==> config.mk <==
export PLATFORM = sky130hd
export DESIGN_NAME = connect_join_arb_flat
export DESIGN_NICKNAME = d
export VERILOG_FILES = /design/src/rtl/connect_join_arb_if.sv /design/src/rtl/connect_join_arb.sv /design/src/flat_wrapper.sv
export SDC_FILE = /design/constraint.sdc
export NUM_CORES = 1
export LEC_CHECK = 0
export ABC_CLOCK_PERIOD_IN_PS = 3000
export CORE_AREA = 3 3 380 382
export CTS_CLUSTER_DIAMETER = 150
export DETAILED_ROUTE_END_ITERATION = 8
export DIE_AREA = 0 0 383 385
export PLACE_DENSITY = 0.48
export SLEW_MARGIN = 20
export SYNTH_ARGS = -nofsm -noshare
export SYNTH_HDL_FRONTEND = slang
export SYNTH_SLANG_ARGS = --single-unit
export TNS_END_PERCENT = 5
==> constraint.sdc <==
create_clock -name CLK -period 3 [get_ports CLK]
set_input_delay 0.45 -clock CLK [delete_from_list [all_inputs] [get_ports CLK]]
set_output_delay 0.45 -clock CLK [all_outputs]
set_load 0.02 [all_outputs]
==> src/rtl/connect_join_arb_if.sv <==
// Bundle of the N-to-1 join: per-channel valid/ready/data inputs plus the single
// tagged output stream. The join uses the slave modport; its environment uses master.
interface connect_join_arb_if #(
  parameter int unsigned DATA_WIDTH   = 192,
  parameter int unsigned CONNECT_NUM  = 4,
  parameter int unsigned SOURCE_WIDTH = 2
);
  logic [CONNECT_NUM-1:0]            RECEIVE_VALID;
  logic [CONNECT_NUM-1:0]            RECEIVE_READY;
  logic [DATA_WIDTH*CONNECT_NUM-1:0] RECEIVE_DATA;
  logic                              SEND_VALID;
  logic                              SEND_READY;
  logic [DATA_WIDTH-1:0]             SEND_DATA;
  logic [SOURCE_WIDTH-1:0]           SEND_SOURCE;

  modport slave (
    input  RECEIVE_VALID, RECEIVE_DATA, SEND_READY,
    output RECEIVE_READY, SEND_VALID, SEND_DATA, SEND_SOURCE
  );

  modport master (
    output RECEIVE_VALID, RECEIVE_DATA, SEND_READY,
    input  RECEIVE_READY, SEND_VALID, SEND_DATA, SEND_SOURCE
  );
endinterface

==> src/rtl/connect_join_arb.sv <==
// N-to-1 valid/ready join: fixed-priority or round-robin grant into a small
// registered FIFO whose entries carry the winning channel index.
module connect_join_arb #(
  parameter int unsigned DATA_WIDTH   = 192,
  parameter int unsigned CONNECT_NUM  = 4,
  parameter int unsigned SOURCE_WIDTH = 2,
  parameter int unsigned ARB_MODE     = 0,
  parameter int unsigned OUT_DEPTH    = 2
) (
  input logic               CLK,
  input logic               RST,
  connect_join_arb_if.slave bus
);

  localparam int unsigned PTR_W = $clog2(OUT_DEPTH);
  localparam int unsigned CNT_W = PTR_W + 1;
  localparam int unsigned IDX_W = $clog2(CONNECT_NUM);

  logic [CNT_W-1:0]        count;
  logic [CNT_W-1:0]        count_next;
  logic [PTR_W-1:0]        wr_ptr;
  logic [PTR_W-1:0]        rd_ptr;
  logic [SOURCE_WIDTH-1:0] rr_ptr;
  logic [SOURCE_WIDTH-1:0] rr_next;
  logic [SOURCE_WIDTH-1:0] gnt_idx;
  logic                    found;
  logic                    can_push;
  logic                    push;
  logic                    pop;
  logic                    send_valid;
  logic [CONNECT_NUM-1:0]  grant;
  logic [DATA_WIDTH-1:0]   push_data;
  logic [DATA_WIDTH-1:0]   data_mem [OUT_DEPTH];
  logic [SOURCE_WIDTH-1:0] src_mem  [OUT_DEPTH];

  // Acceptance depends only on registered occupancy, so SEND_READY never reaches RECEIVE_READY.
  assign can_push = count < CNT_W'(OUT_DEPTH);

  // Winner search: ascending scan in fixed mode so the highest valid index is kept last;
  // descending offset scan in round-robin mode so the smallest offset from rr_ptr is kept last.
  always_comb begin
    found   = 1'b0;
    gnt_idx = '0;
    if (ARB_MODE == 0) begin
      for (int i = 0; i < CONNECT_NUM; i++) begin
        if (bus.RECEIVE_VALID[IDX_W'(i)]) begin
          found   = 1'b1;
          gnt_idx = SOURCE_WIDTH'(i);
        end
      end
    end else begin
      for (int k = CONNECT_NUM - 1; k >= 0; k--) begin
        int unsigned idx;
        idx = (int'(rr_ptr) + k) % CONNECT_NUM;
        if (bus.RECEIVE_VALID[IDX_W'(idx)]) begin
          found   = 1'b1;
          gnt_idx = SOURCE_WIDTH'(idx);
        end
      end
    end
  end

  always_comb begin
    grant = '0;
    if (found && can_push && RST) begin
      grant = CONNECT_NUM'(1) << gnt_idx;
    end
  end

  always_comb begin
    push_data = '0;
    for (int i = 0; i < CONNECT_NUM; i++) begin
      if (gnt_idx == SOURCE_WIDTH'(i)) begin
        push_data = bus.RECEIVE_DATA[DATA_WIDTH*i +: DATA_WIDTH];
      end
    end
  end

  assign push    = |grant;
  assign pop     = send_valid && bus.SEND_READY;
  assign rr_next = (gnt_idx == SOURCE_WIDTH'(CONNECT_NUM - 1)) ? '0 : gnt_idx + SOURCE_WIDTH'(1);

  always_comb begin
    count_next = count;
    if (push && !pop) begin
      count_next = count + CNT_W'(1);
    end else if (pop && !push) begin
      count_next = count - CNT_W'(1);
    end
  end

  // FIFO storage, pointers, occupancy and round-robin pointer.
  always_ff @(posedge CLK or negedge RST) begin
    if (!RST) begin
      count      <= '0;
      wr_ptr     <= '0;
      rd_ptr     <= '0;
      rr_ptr     <= '0;
      send_valid <= 1'b0;
      for (int i = 0; i < OUT_DEPTH; i++) begin
        data_mem[i] <= '0;
        src_mem[i]  <= '0;
      end
    end else begin
      if (push) begin
        data_mem[wr_ptr] <= push_data;
        src_mem[wr_ptr]  <= gnt_idx;
        wr_ptr           <= wr_ptr + PTR_W'(1);
        rr_ptr           <= rr_next;
      end
      if (pop) begin
        rd_ptr <= rd_ptr + PTR_W'(1);
      end
      count      <= count_next;
      send_valid <= count_next != '0;
    end
  end

  assign bus.RECEIVE_READY = grant;
  assign bus.SEND_VALID    = send_valid;
  assign bus.SEND_DATA     = data_mem[rd_ptr];
  assign bus.SEND_SOURCE   = src_mem[rd_ptr];

endmodule

==> src/flat_wrapper.sv <==
// flat-port wrapper written by rule: the top's interface ports become plain ports
module connect_join_arb_flat 
#(
  parameter int unsigned DATA_WIDTH   = 192,
  parameter int unsigned CONNECT_NUM  = 4,
  parameter int unsigned SOURCE_WIDTH = 2,
  parameter int unsigned ARB_MODE     = 0,
  parameter int unsigned OUT_DEPTH    = 2
)
  (CLK, RST, bus_RECEIVE_VALID, bus_RECEIVE_DATA, bus_SEND_READY, bus_RECEIVE_READY, bus_SEND_VALID, bus_SEND_DATA, bus_SEND_SOURCE);
  connect_join_arb_if #(.DATA_WIDTH(DATA_WIDTH), .CONNECT_NUM(CONNECT_NUM), .SOURCE_WIDTH(SOURCE_WIDTH)) bus_i ();
  input logic CLK;
  input logic RST;
  input wire logic [$bits(bus_i.RECEIVE_VALID)-1:0] bus_RECEIVE_VALID;
  input wire logic [$bits(bus_i.RECEIVE_DATA)-1:0] bus_RECEIVE_DATA;
  input wire logic [$bits(bus_i.SEND_READY)-1:0] bus_SEND_READY;
  output wire logic [$bits(bus_i.RECEIVE_READY)-1:0] bus_RECEIVE_READY;
  output wire logic [$bits(bus_i.SEND_VALID)-1:0] bus_SEND_VALID;
  output wire logic [$bits(bus_i.SEND_DATA)-1:0] bus_SEND_DATA;
  output wire logic [$bits(bus_i.SEND_SOURCE)-1:0] bus_SEND_SOURCE;
  assign bus_i.RECEIVE_VALID = bus_RECEIVE_VALID;
  assign bus_i.RECEIVE_DATA = bus_RECEIVE_DATA;
  assign bus_i.SEND_READY = bus_SEND_READY;
  assign bus_RECEIVE_READY = bus_i.RECEIVE_READY;
  assign bus_SEND_VALID = bus_i.SEND_VALID;
  assign bus_SEND_DATA = bus_i.SEND_DATA;
  assign bus_SEND_SOURCE = bus_i.SEND_SOURCE;
  connect_join_arb #(.DATA_WIDTH(DATA_WIDTH), .CONNECT_NUM(CONNECT_NUM), .SOURCE_WIDTH(SOURCE_WIDTH), .ARB_MODE(ARB_MODE), .OUT_DEPTH(OUT_DEPTH)) u_core (.CLK(CLK), .RST(RST), .bus(bus_i));
endmodule
==> flow_metrics.py, run 1 <==
metrics = {
    "sta": {
        "hold_viol": 0,
        "slew_headroom_pct": 39.63,
        "min_period_over_period_pct": 96.44,
        "rsz0062_at_grt": "false",
        "fin_ws_ns": 0.1067,
        "drv_slew": 0,
        "skew_ns": 0.01818,
        "worst-slew-pin-transition_ns": 0.9056,
        "fin_tns_setup_ns": 0,
        "period_needed_ns": 2.893,
        "fmax_mhz": 345.6,
        "setup_violations": 0,
    },
    "power_and_ir_drop": {
        "clock_power_share_pct": 17.4,
        "power.leakage_nw": 13.14,
        "switching_share_pct": 37.02,
        "finalPower_mw": 33.18,
        "switching_power_mw": 12.28,
        "powerDensity_nw_per_um2": 1099,
        "ir_drop_mv": 0.4418,
        "p_int_mw": 20.90,
        "pwr-share-comb_pct": 54.3,
        "p_seq_share_pct": 28.4,
    },
    "synth": {
        "synth_edf_count": 0,
        "yosysWarningCount": 0,
        "synth.avg_cell_area_um2": 16.14,
        "async_reset_ff_share_pct": 100.0,
        "ys.flop_type": "dfrtp_1",
        "synth_area_um2": 20630,
        "synth_commonest_cells": "mux2_2, dfrtp_1, mux2_4",
        "synth.distinct_cells": 27,
        "ys_top_cells_by_area": "dfrtp_1, mux2_2, mux2_4",
        "synth_top_area_cell": "dfrtp_1",
        "synth_top_area_share_pct": 47.43,
        "yosysMostFrequentCell": "mux2_2",
        "syn_inst": 1278,
        "synth-seq-area-share_pct": 47.43,
        "synth-seq-cells": 391,
    },
    "critical_path": {
        "arrival_ns": 2.44,
        "cp-end-kind": "output port",
        "startpoint_type": "flop",
        "cp.required_ns": 2.55,
        "crit_fanout": 27,
        "path_class": "flop to output port",
    },
    "routing": {
        "viasPerCell": 3.306,
        "drt_pass1_iterations": 4,
        "routedWlPerCell_um": 19.21,
        "ant_nets": 0,
        "drt-total-wl_um": 73200,
        "drt_iter0_drc": 427,
        "remaining_drc_errors": 0,
        "via_count": 12600,
    },
    "finish": {
        "nFillCells": 15070,
        "layout-drive-gt1-share_pct": 48.64,
        "multi_input_area_um2": 10090,
        "finalCoreUtilization_pct": 21.36,
        "nets": 2657,
        "regArea_um2": 9788,
        "syn2layout_area_growth_pct": 46.39,
    },
    "floorplan": {
        "initial_utilization_pct": 14.59,
        "io_pins": 974,
        "die_w_um": 383,
        "core_area_um2": 141400,
        "dieArea_um2": 147500,
        "rows": 138,
        "fp.dieH_um": 385,
    },
    "placed_design": {
        "routabilityCongestion": 0.7010,
        "pre_cts_ws_ns": 0.4422,
        "hpwlAfterDp_um": 56380,
        "port_buffers": 584,
    },
    "clocking": {
        "cts_tree": "built",
        "htree_levels": 2,
        "clockBufferDepth": 3,
        "cts_buffers": 49,
        "path_clk_slew_ns": 0.06,
        "root_buffer": "clkbuf_16",
        "clock_latency_ns": 0.62,
        "postCtsSetupRepairBufs": 0,
        "clkSinkCount": 391,
    },
    "global_routing": {
        "grtUsageTotal_pct": 9.582,
        "antenna_found_initial": 3,
        "grt_pass1_wl_um": 101500,
        "grt-ovfl-total": 0,
        "grt_max_degree": 136,
        "grt_pass1_vias": 13600,
    },
    "worst_hold_path": {
        "hold_path_class": "primary input to async pin",
    },
    "job": {
        "drv_cap": 0,
    },
    "outcome": {
        "status": "finished clean",
    },
}
cell usage in the layout, fill, tap and decap left out, drive strengths merged, types with 2 or more instances in the layout:
| cell | count |
|---|---|
| dfrtp | 391 |
| dlymetal6s2s | 4 |
| mux2 | 769 |
| a22o | 2 |
| clkdlybuf4s50 | 495 |
| buf | 84 |
| clkbuf | 69 |
| diode | 5 |
| inv | 6 |
| conb | 3 |
| nand2 | 3 |
| nor2 | 4 |
| o21ai | 3 |
| dlygate4sd2 | 58 |
| clkinv | 9 |
| or3 | 2 |
kinds of logic after synthesis:
kind of cell    synth area share [%]
flops                          47.43
buf+inv                        3.760
mux                            47.92
compound gates                0.3639
simple gates                  0.3578
xor+xnor                      0.1516
other cells                  0.01818
routing by layer:
layer | vias up | routed length (µm) | track usage, %
li1 | 5824 | - | -
met1 | 6287 | 33390 | 12.67
met2 | 419 | 31990 | 14.60
met3 | 66 | 5735 | 3.312
met4 | 2 | 2082 | 2.974
met5 | - | 9 | 0
worst max-delay path: stages (launching register included):
cell             delay (ns)
dfrtp_4                0.46
buf_12                 0.23
buf_4                  0.21
mux2_2                 0.34
clkdlybuf4s50_1        0.56
registers in the layout, indices dropped and copies added, names as in the netlist:
signal and count:
u_core.bus.SEND_VALID 1, u_core.src_mem 2, u_core.count 2, u_core.rd_ptr 1, u_core.wr_ptr 1, u_core.data_mem 384
power groups by stage:
stage	Sequential, mW	Combinational (mW)	Clock, mW
CTS	9.39	18.6	6.05
detailed placement	9.38	19.0	0
finish	9.41	18.0	5.76
floorplan	8.98	11.0	0
global placement	9.40	19.0	0
global route	9.78	19.2	6.24
layout make-up:
type / count / area share [%]
antenna: 5 / 0.04143
clock buffer: 69 / 4.640
clock inverter: 16 / 0.4557
inverter: 1 / 0.01243
multi-input combinational: 797 / 33.40
sequential: 391 / 32.41
tap: 1890 / 7.830
timing repair buffer: 642 / 21.21
path summary, 6_finish.rpt:
path | startpoint | endpoint | slack, ns | cells past startpoint
worst max register to register | u_core.count[1]$_DFF_PN0_ | u_core.data_mem[295]$_DFFE_PN0P_ | 1.04 | 5
min in group CLK | bus_RECEIVE_VALID[1] | u_core.data_mem[47]$_DFFE_PN0P_ | 0.35 | 3
max in group asynchronous | RST | u_core.data_mem[289]$_DFFE_PN0P_ | 1.09 | 4
worst min register to register | u_core.src_mem[0]$_DFFE_PN0P_ | u_core.src_mem[0]$_DFFE_PN0P_ | 0.50 | 1
worst max-delay path | u_core.rd_ptr$_DFFE_PN0P_ | bus_SEND_DATA[147] | 0.11 | 4
worst min-delay path | RST | u_core.data_mem[169]$_DFFE_PN0P_ | 0.24 | 2
stage by stage:
stage	cell area, µm²	cells	hold slack [ns]
after detailed placement	28690	3720	0.2702
final	30200	3811	0.2420
after global routing	30190	3806	0.1969
after floorplan	20640	1280	0.1544
after CTS	30180	3806	0.1823
after global placement	28690	3720	0.2718
timing repair:
action                     4_1_cts  5_1_grt
hold endpoints to repair        80        0
resized for setup               60        4
hold buffers                     1        0
setup endpoints to repair       66        4
Power figures use the tool's default switching activity.
==> run 2, diff against run 1 <==
--- a/config.mk
+++ b/config.mk
@@ -5,12 +5,12 @@
 export SDC_FILE = /design/constraint.sdc
 export NUM_CORES = 1
 export LEC_CHECK = 0
-export ABC_CLOCK_PERIOD_IN_PS = 3000
-export CORE_AREA = 3 3 380 382
+export ABC_CLOCK_PERIOD_IN_PS = 2650
+export CORE_AREA = 3 3 378 380
 export CTS_CLUSTER_DIAMETER = 150
 export DETAILED_ROUTE_END_ITERATION = 8
-export DIE_AREA = 0 0 383 385
-export PLACE_DENSITY = 0.48
+export DIE_AREA = 0 0 381 383
+export PLACE_DENSITY = 0.49
 export SLEW_MARGIN = 20
 export SYNTH_ARGS = -nofsm -noshare
 export SYNTH_HDL_FRONTEND = slang
==> constraint.sdc (replaced) <==
create_clock -name CLK -period 2.65 [get_ports CLK]
set_input_delay 0.3975 -clock CLK [delete_from_list [all_inputs] [get_ports CLK]]
set_output_delay 0.3975 -clock CLK [all_outputs]
set_load 0.02 [all_outputs]
==> run 2 against run 1 <==
- flip-flop and latch count stayed put
- sequential power grew 14%
- final cell count about the same
- non-clock buffer count is 16 higher
- clock skew hardly changed
- die area decreased by 1.0%
- via count grew 1.6%
- hold slack worse by 0.025 ns
==> flow_metrics.py, run 2 (same netlist as run 1, synthesis figures left out) <==
metrics = {
    "clocking": {
        "clkSinkCount": 391,
        "clockBufferDepth": 3,
        "cts_tree": "built",
        "clock_latency_ns": 0.60,
        "root_buffer": "clkbuf_16",
        "path_clk_slew_ns": 0.06,
        "cts_buffers": 49,
        "htree_levels": 2,
    },
    "routing": {
        "ant_nets": 0,
        "via_count": 12800,
        "top_layer_used": "met5",
        "wl_met2_um": 31480,
        "routedWlPerCell_um": 19.32,
        "drt_iter0_drc": 463,
        "drt_pass1_iterations": 4,
        "wl_met1_um": 34320,
        "viasPerCell": 3.356,
        "drt-total-wl_um": 73670,
        "dr_wl_met3_um": 6206,
        "remaining_drc_errors": 0,
    },
    "critical_path": {
        "crit_fanout": 21,
        "cp_cell_sequence": "buf_12 -> buf_12 -> mux2_2 -> dlygate4sd2_1",
        "cp-end-kind": "output port",
        "slowest_stage": "dfrtp_4",
        "startpoint_type": "flop",
        "critical-path-max-stage-delay_ns": 0.47,
        "cp_common_cell": "buf_12",
        "cp.required_ns": 2.25,
        "arrival_ns": 2.22,
        "path_class": "flop to output port",
    },
    "sta": {
        "fmax_mhz": 381.6,
        "fin_tns_setup_ns": 0,
        "worst-slew-pin-transition_ns": 0.9067,
        "rsz0062_at_grt": "true",
        "hold_viol": 0,
        "setup_violations": 0,
        "min_period_over_period_pct": 98.89,
        "period_needed_ns": 2.621,
        "fin_ws_ns": 0.02943,
        "slew_headroom_pct": 39.56,
        "skew_ns": 0.01800,
        "drv_slew": 0,
    },
    "finish": {
        "layout-drive-gt1-share_pct": 53.25,
        "nets": 2673,
        "largest_register": "u_core.data_mem",
        "reg.largest.list": "u_core.data_mem: 384 flops, u_core.count: 2 flops, u_core.src_mem: 2 flops",
        "multi_input_area_um2": 10130,
        "regArea_um2": 9788,
        "layout_common_cells": "mux2_2, dfrtp_1, clkdlybuf4s50_1",
        "final_cells": 3813,
        "largest_reg_flops": 384,
        "final_common_cell": "mux2_2",
        "postLayoutCellArea_um2": 30490,
        "nFillCells": 14930,
        "syn2layout_area_growth_pct": 47.78,
    },
    "power_and_ir_drop": {
        "clock_power_share_pct": 18.4,
        "p_seq_share_pct": 28.5,
        "finalPower_mw": 37.52,
        "switching_power_mw": 13.83,
        "ir_drop_mv": 0.6035,
        "switching_share_pct": 36.87,
        "power.leakage_nw": 13.51,
        "pwr-share-comb_pct": 53.1,
        "p_int_mw": 23.69,
        "powerDensity_nw_per_um2": 1231,
    },
    "global_routing": {
        "grt-ovfl-total": 0,
        "grtUsageTotal_pct": 9.721,
        "grt_pass1_wl_um": 103000,
        "grt_max_degree": 135,
        "antenna_found_initial": 8,
        "grt_pass1_vias": 13810,
    },
    "floorplan": {
        "core_area_um2": 139500,
        "initial_utilization_pct": 14.79,
        "die_w_um": 381,
        "dieArea_um2": 145900,
        "fp.dieH_um": 383,
        "io_pins": 974,
        "rows": 137,
    },
    "placed_design": {
        "dp_cells": 3716,
        "place_area_um2": 28940,
        "routabilityCongestion": 0.7344,
        "port_buffers": 584,
        "hpwlAfterDp_um": 56190,
        "pre_cts_ws_ns": 0.3099,
    },
    "job": {
        "drv_cap": 0,
    },
    "outcome": {
        "status": "finished clean",
    },
    "worst_hold_path": {
        "hold_path_class": "primary input to async pin",
    },
}
## run 2: layer usage
metal,GRT usage [%],vias to the layer above
li1,-,5875
met1,13.07,6435
met2,14.42,409
met3,3.851,72
met4,2.532,4
met5,0,-
## run 2: what timing repair did
| action | CTS | global route |
|---|---|---|
| buffers inserted | 2 | 2 |
| resized for setup | 299 | 65 |
| cloned | 1 | 1 |
| endpoints found under the setup margin | 174 | 77 |
| hold endpoints to repair | 92 | 0 |
| pin swaps | 0 | 0 |
| hold buffers | 1 | 0 |
## run 2: power by group through the flow
| stage | sequential (mW) | combinational (mW) | clock [mW] |
|---|---|---|---|
| floorplan | 10.2 | 12.5 | 0 |
| global placement | 10.6 | 21.3 | 0 |
| detailed placement | 10.6 | 21.3 | 0 |
| CTS | 10.6 | 20.3 | 7.22 |
| global route | 11.1 | 21.3 | 7.44 |
| finish | 10.7 | 19.9 | 6.91 |
## run 2: worst max-delay path: cells and delay by family, from the launching register on
family	cells	cell delay, ns
buf+inv	3	0.73
flops	1	0.47
mux	1	0.35
## run 2: final timing paths
kind                                                   from                          endpoint  slack, ns  cells past startpoint
setup / recovery                  u_core.rd_ptr$_DFFE_PN0P_                bus_SEND_DATA[105]       0.03                      4
max in group asynchronous                               RST   u_core.data_mem[60]$_DFFE_PN0P_       0.78                      4
setup reg to reg                  u_core.count[1]$_DFF_PN0_  u_core.data_mem[297]$_DFFE_PN0P_       0.70                      5
hold / removal                                          RST  u_core.data_mem[364]$_DFFE_PN0P_       0.22                      2
min in group CLK                       bus_RECEIVE_VALID[1]         u_core.wr_ptr$_DFFE_PN0N_       0.22                      4
hold reg to reg            u_core.data_mem[156]$_DFFE_PN0P_  u_core.data_mem[156]$_DFFE_PN0P_       0.50                      1
## run 2: stage by stage
| step | utilization (%) | hold WS (ns) |
|---|---|---|
| final | 21.85 | 0.2173 |
| after global routing | 21.85 | 0.1820 |
| after CTS | 21.81 | 0.1350 |
| after detailed placement | 20.74 | 0.2462 |
| after global placement | 20.74 | 0.2450 |
| after floorplan | - | 0.1019 |
## run 2: layout make-up
cell class	instances	share of cell area [%]
multi-input cells	797	33.21
flip-flops and latches	391	32.10
repair buffers	658	21.59
well taps	1876	7.699
clock buffers	62	4.412
clock inverters	27	0.9603
inverters	1	0.01231
diodes	1	0.008208
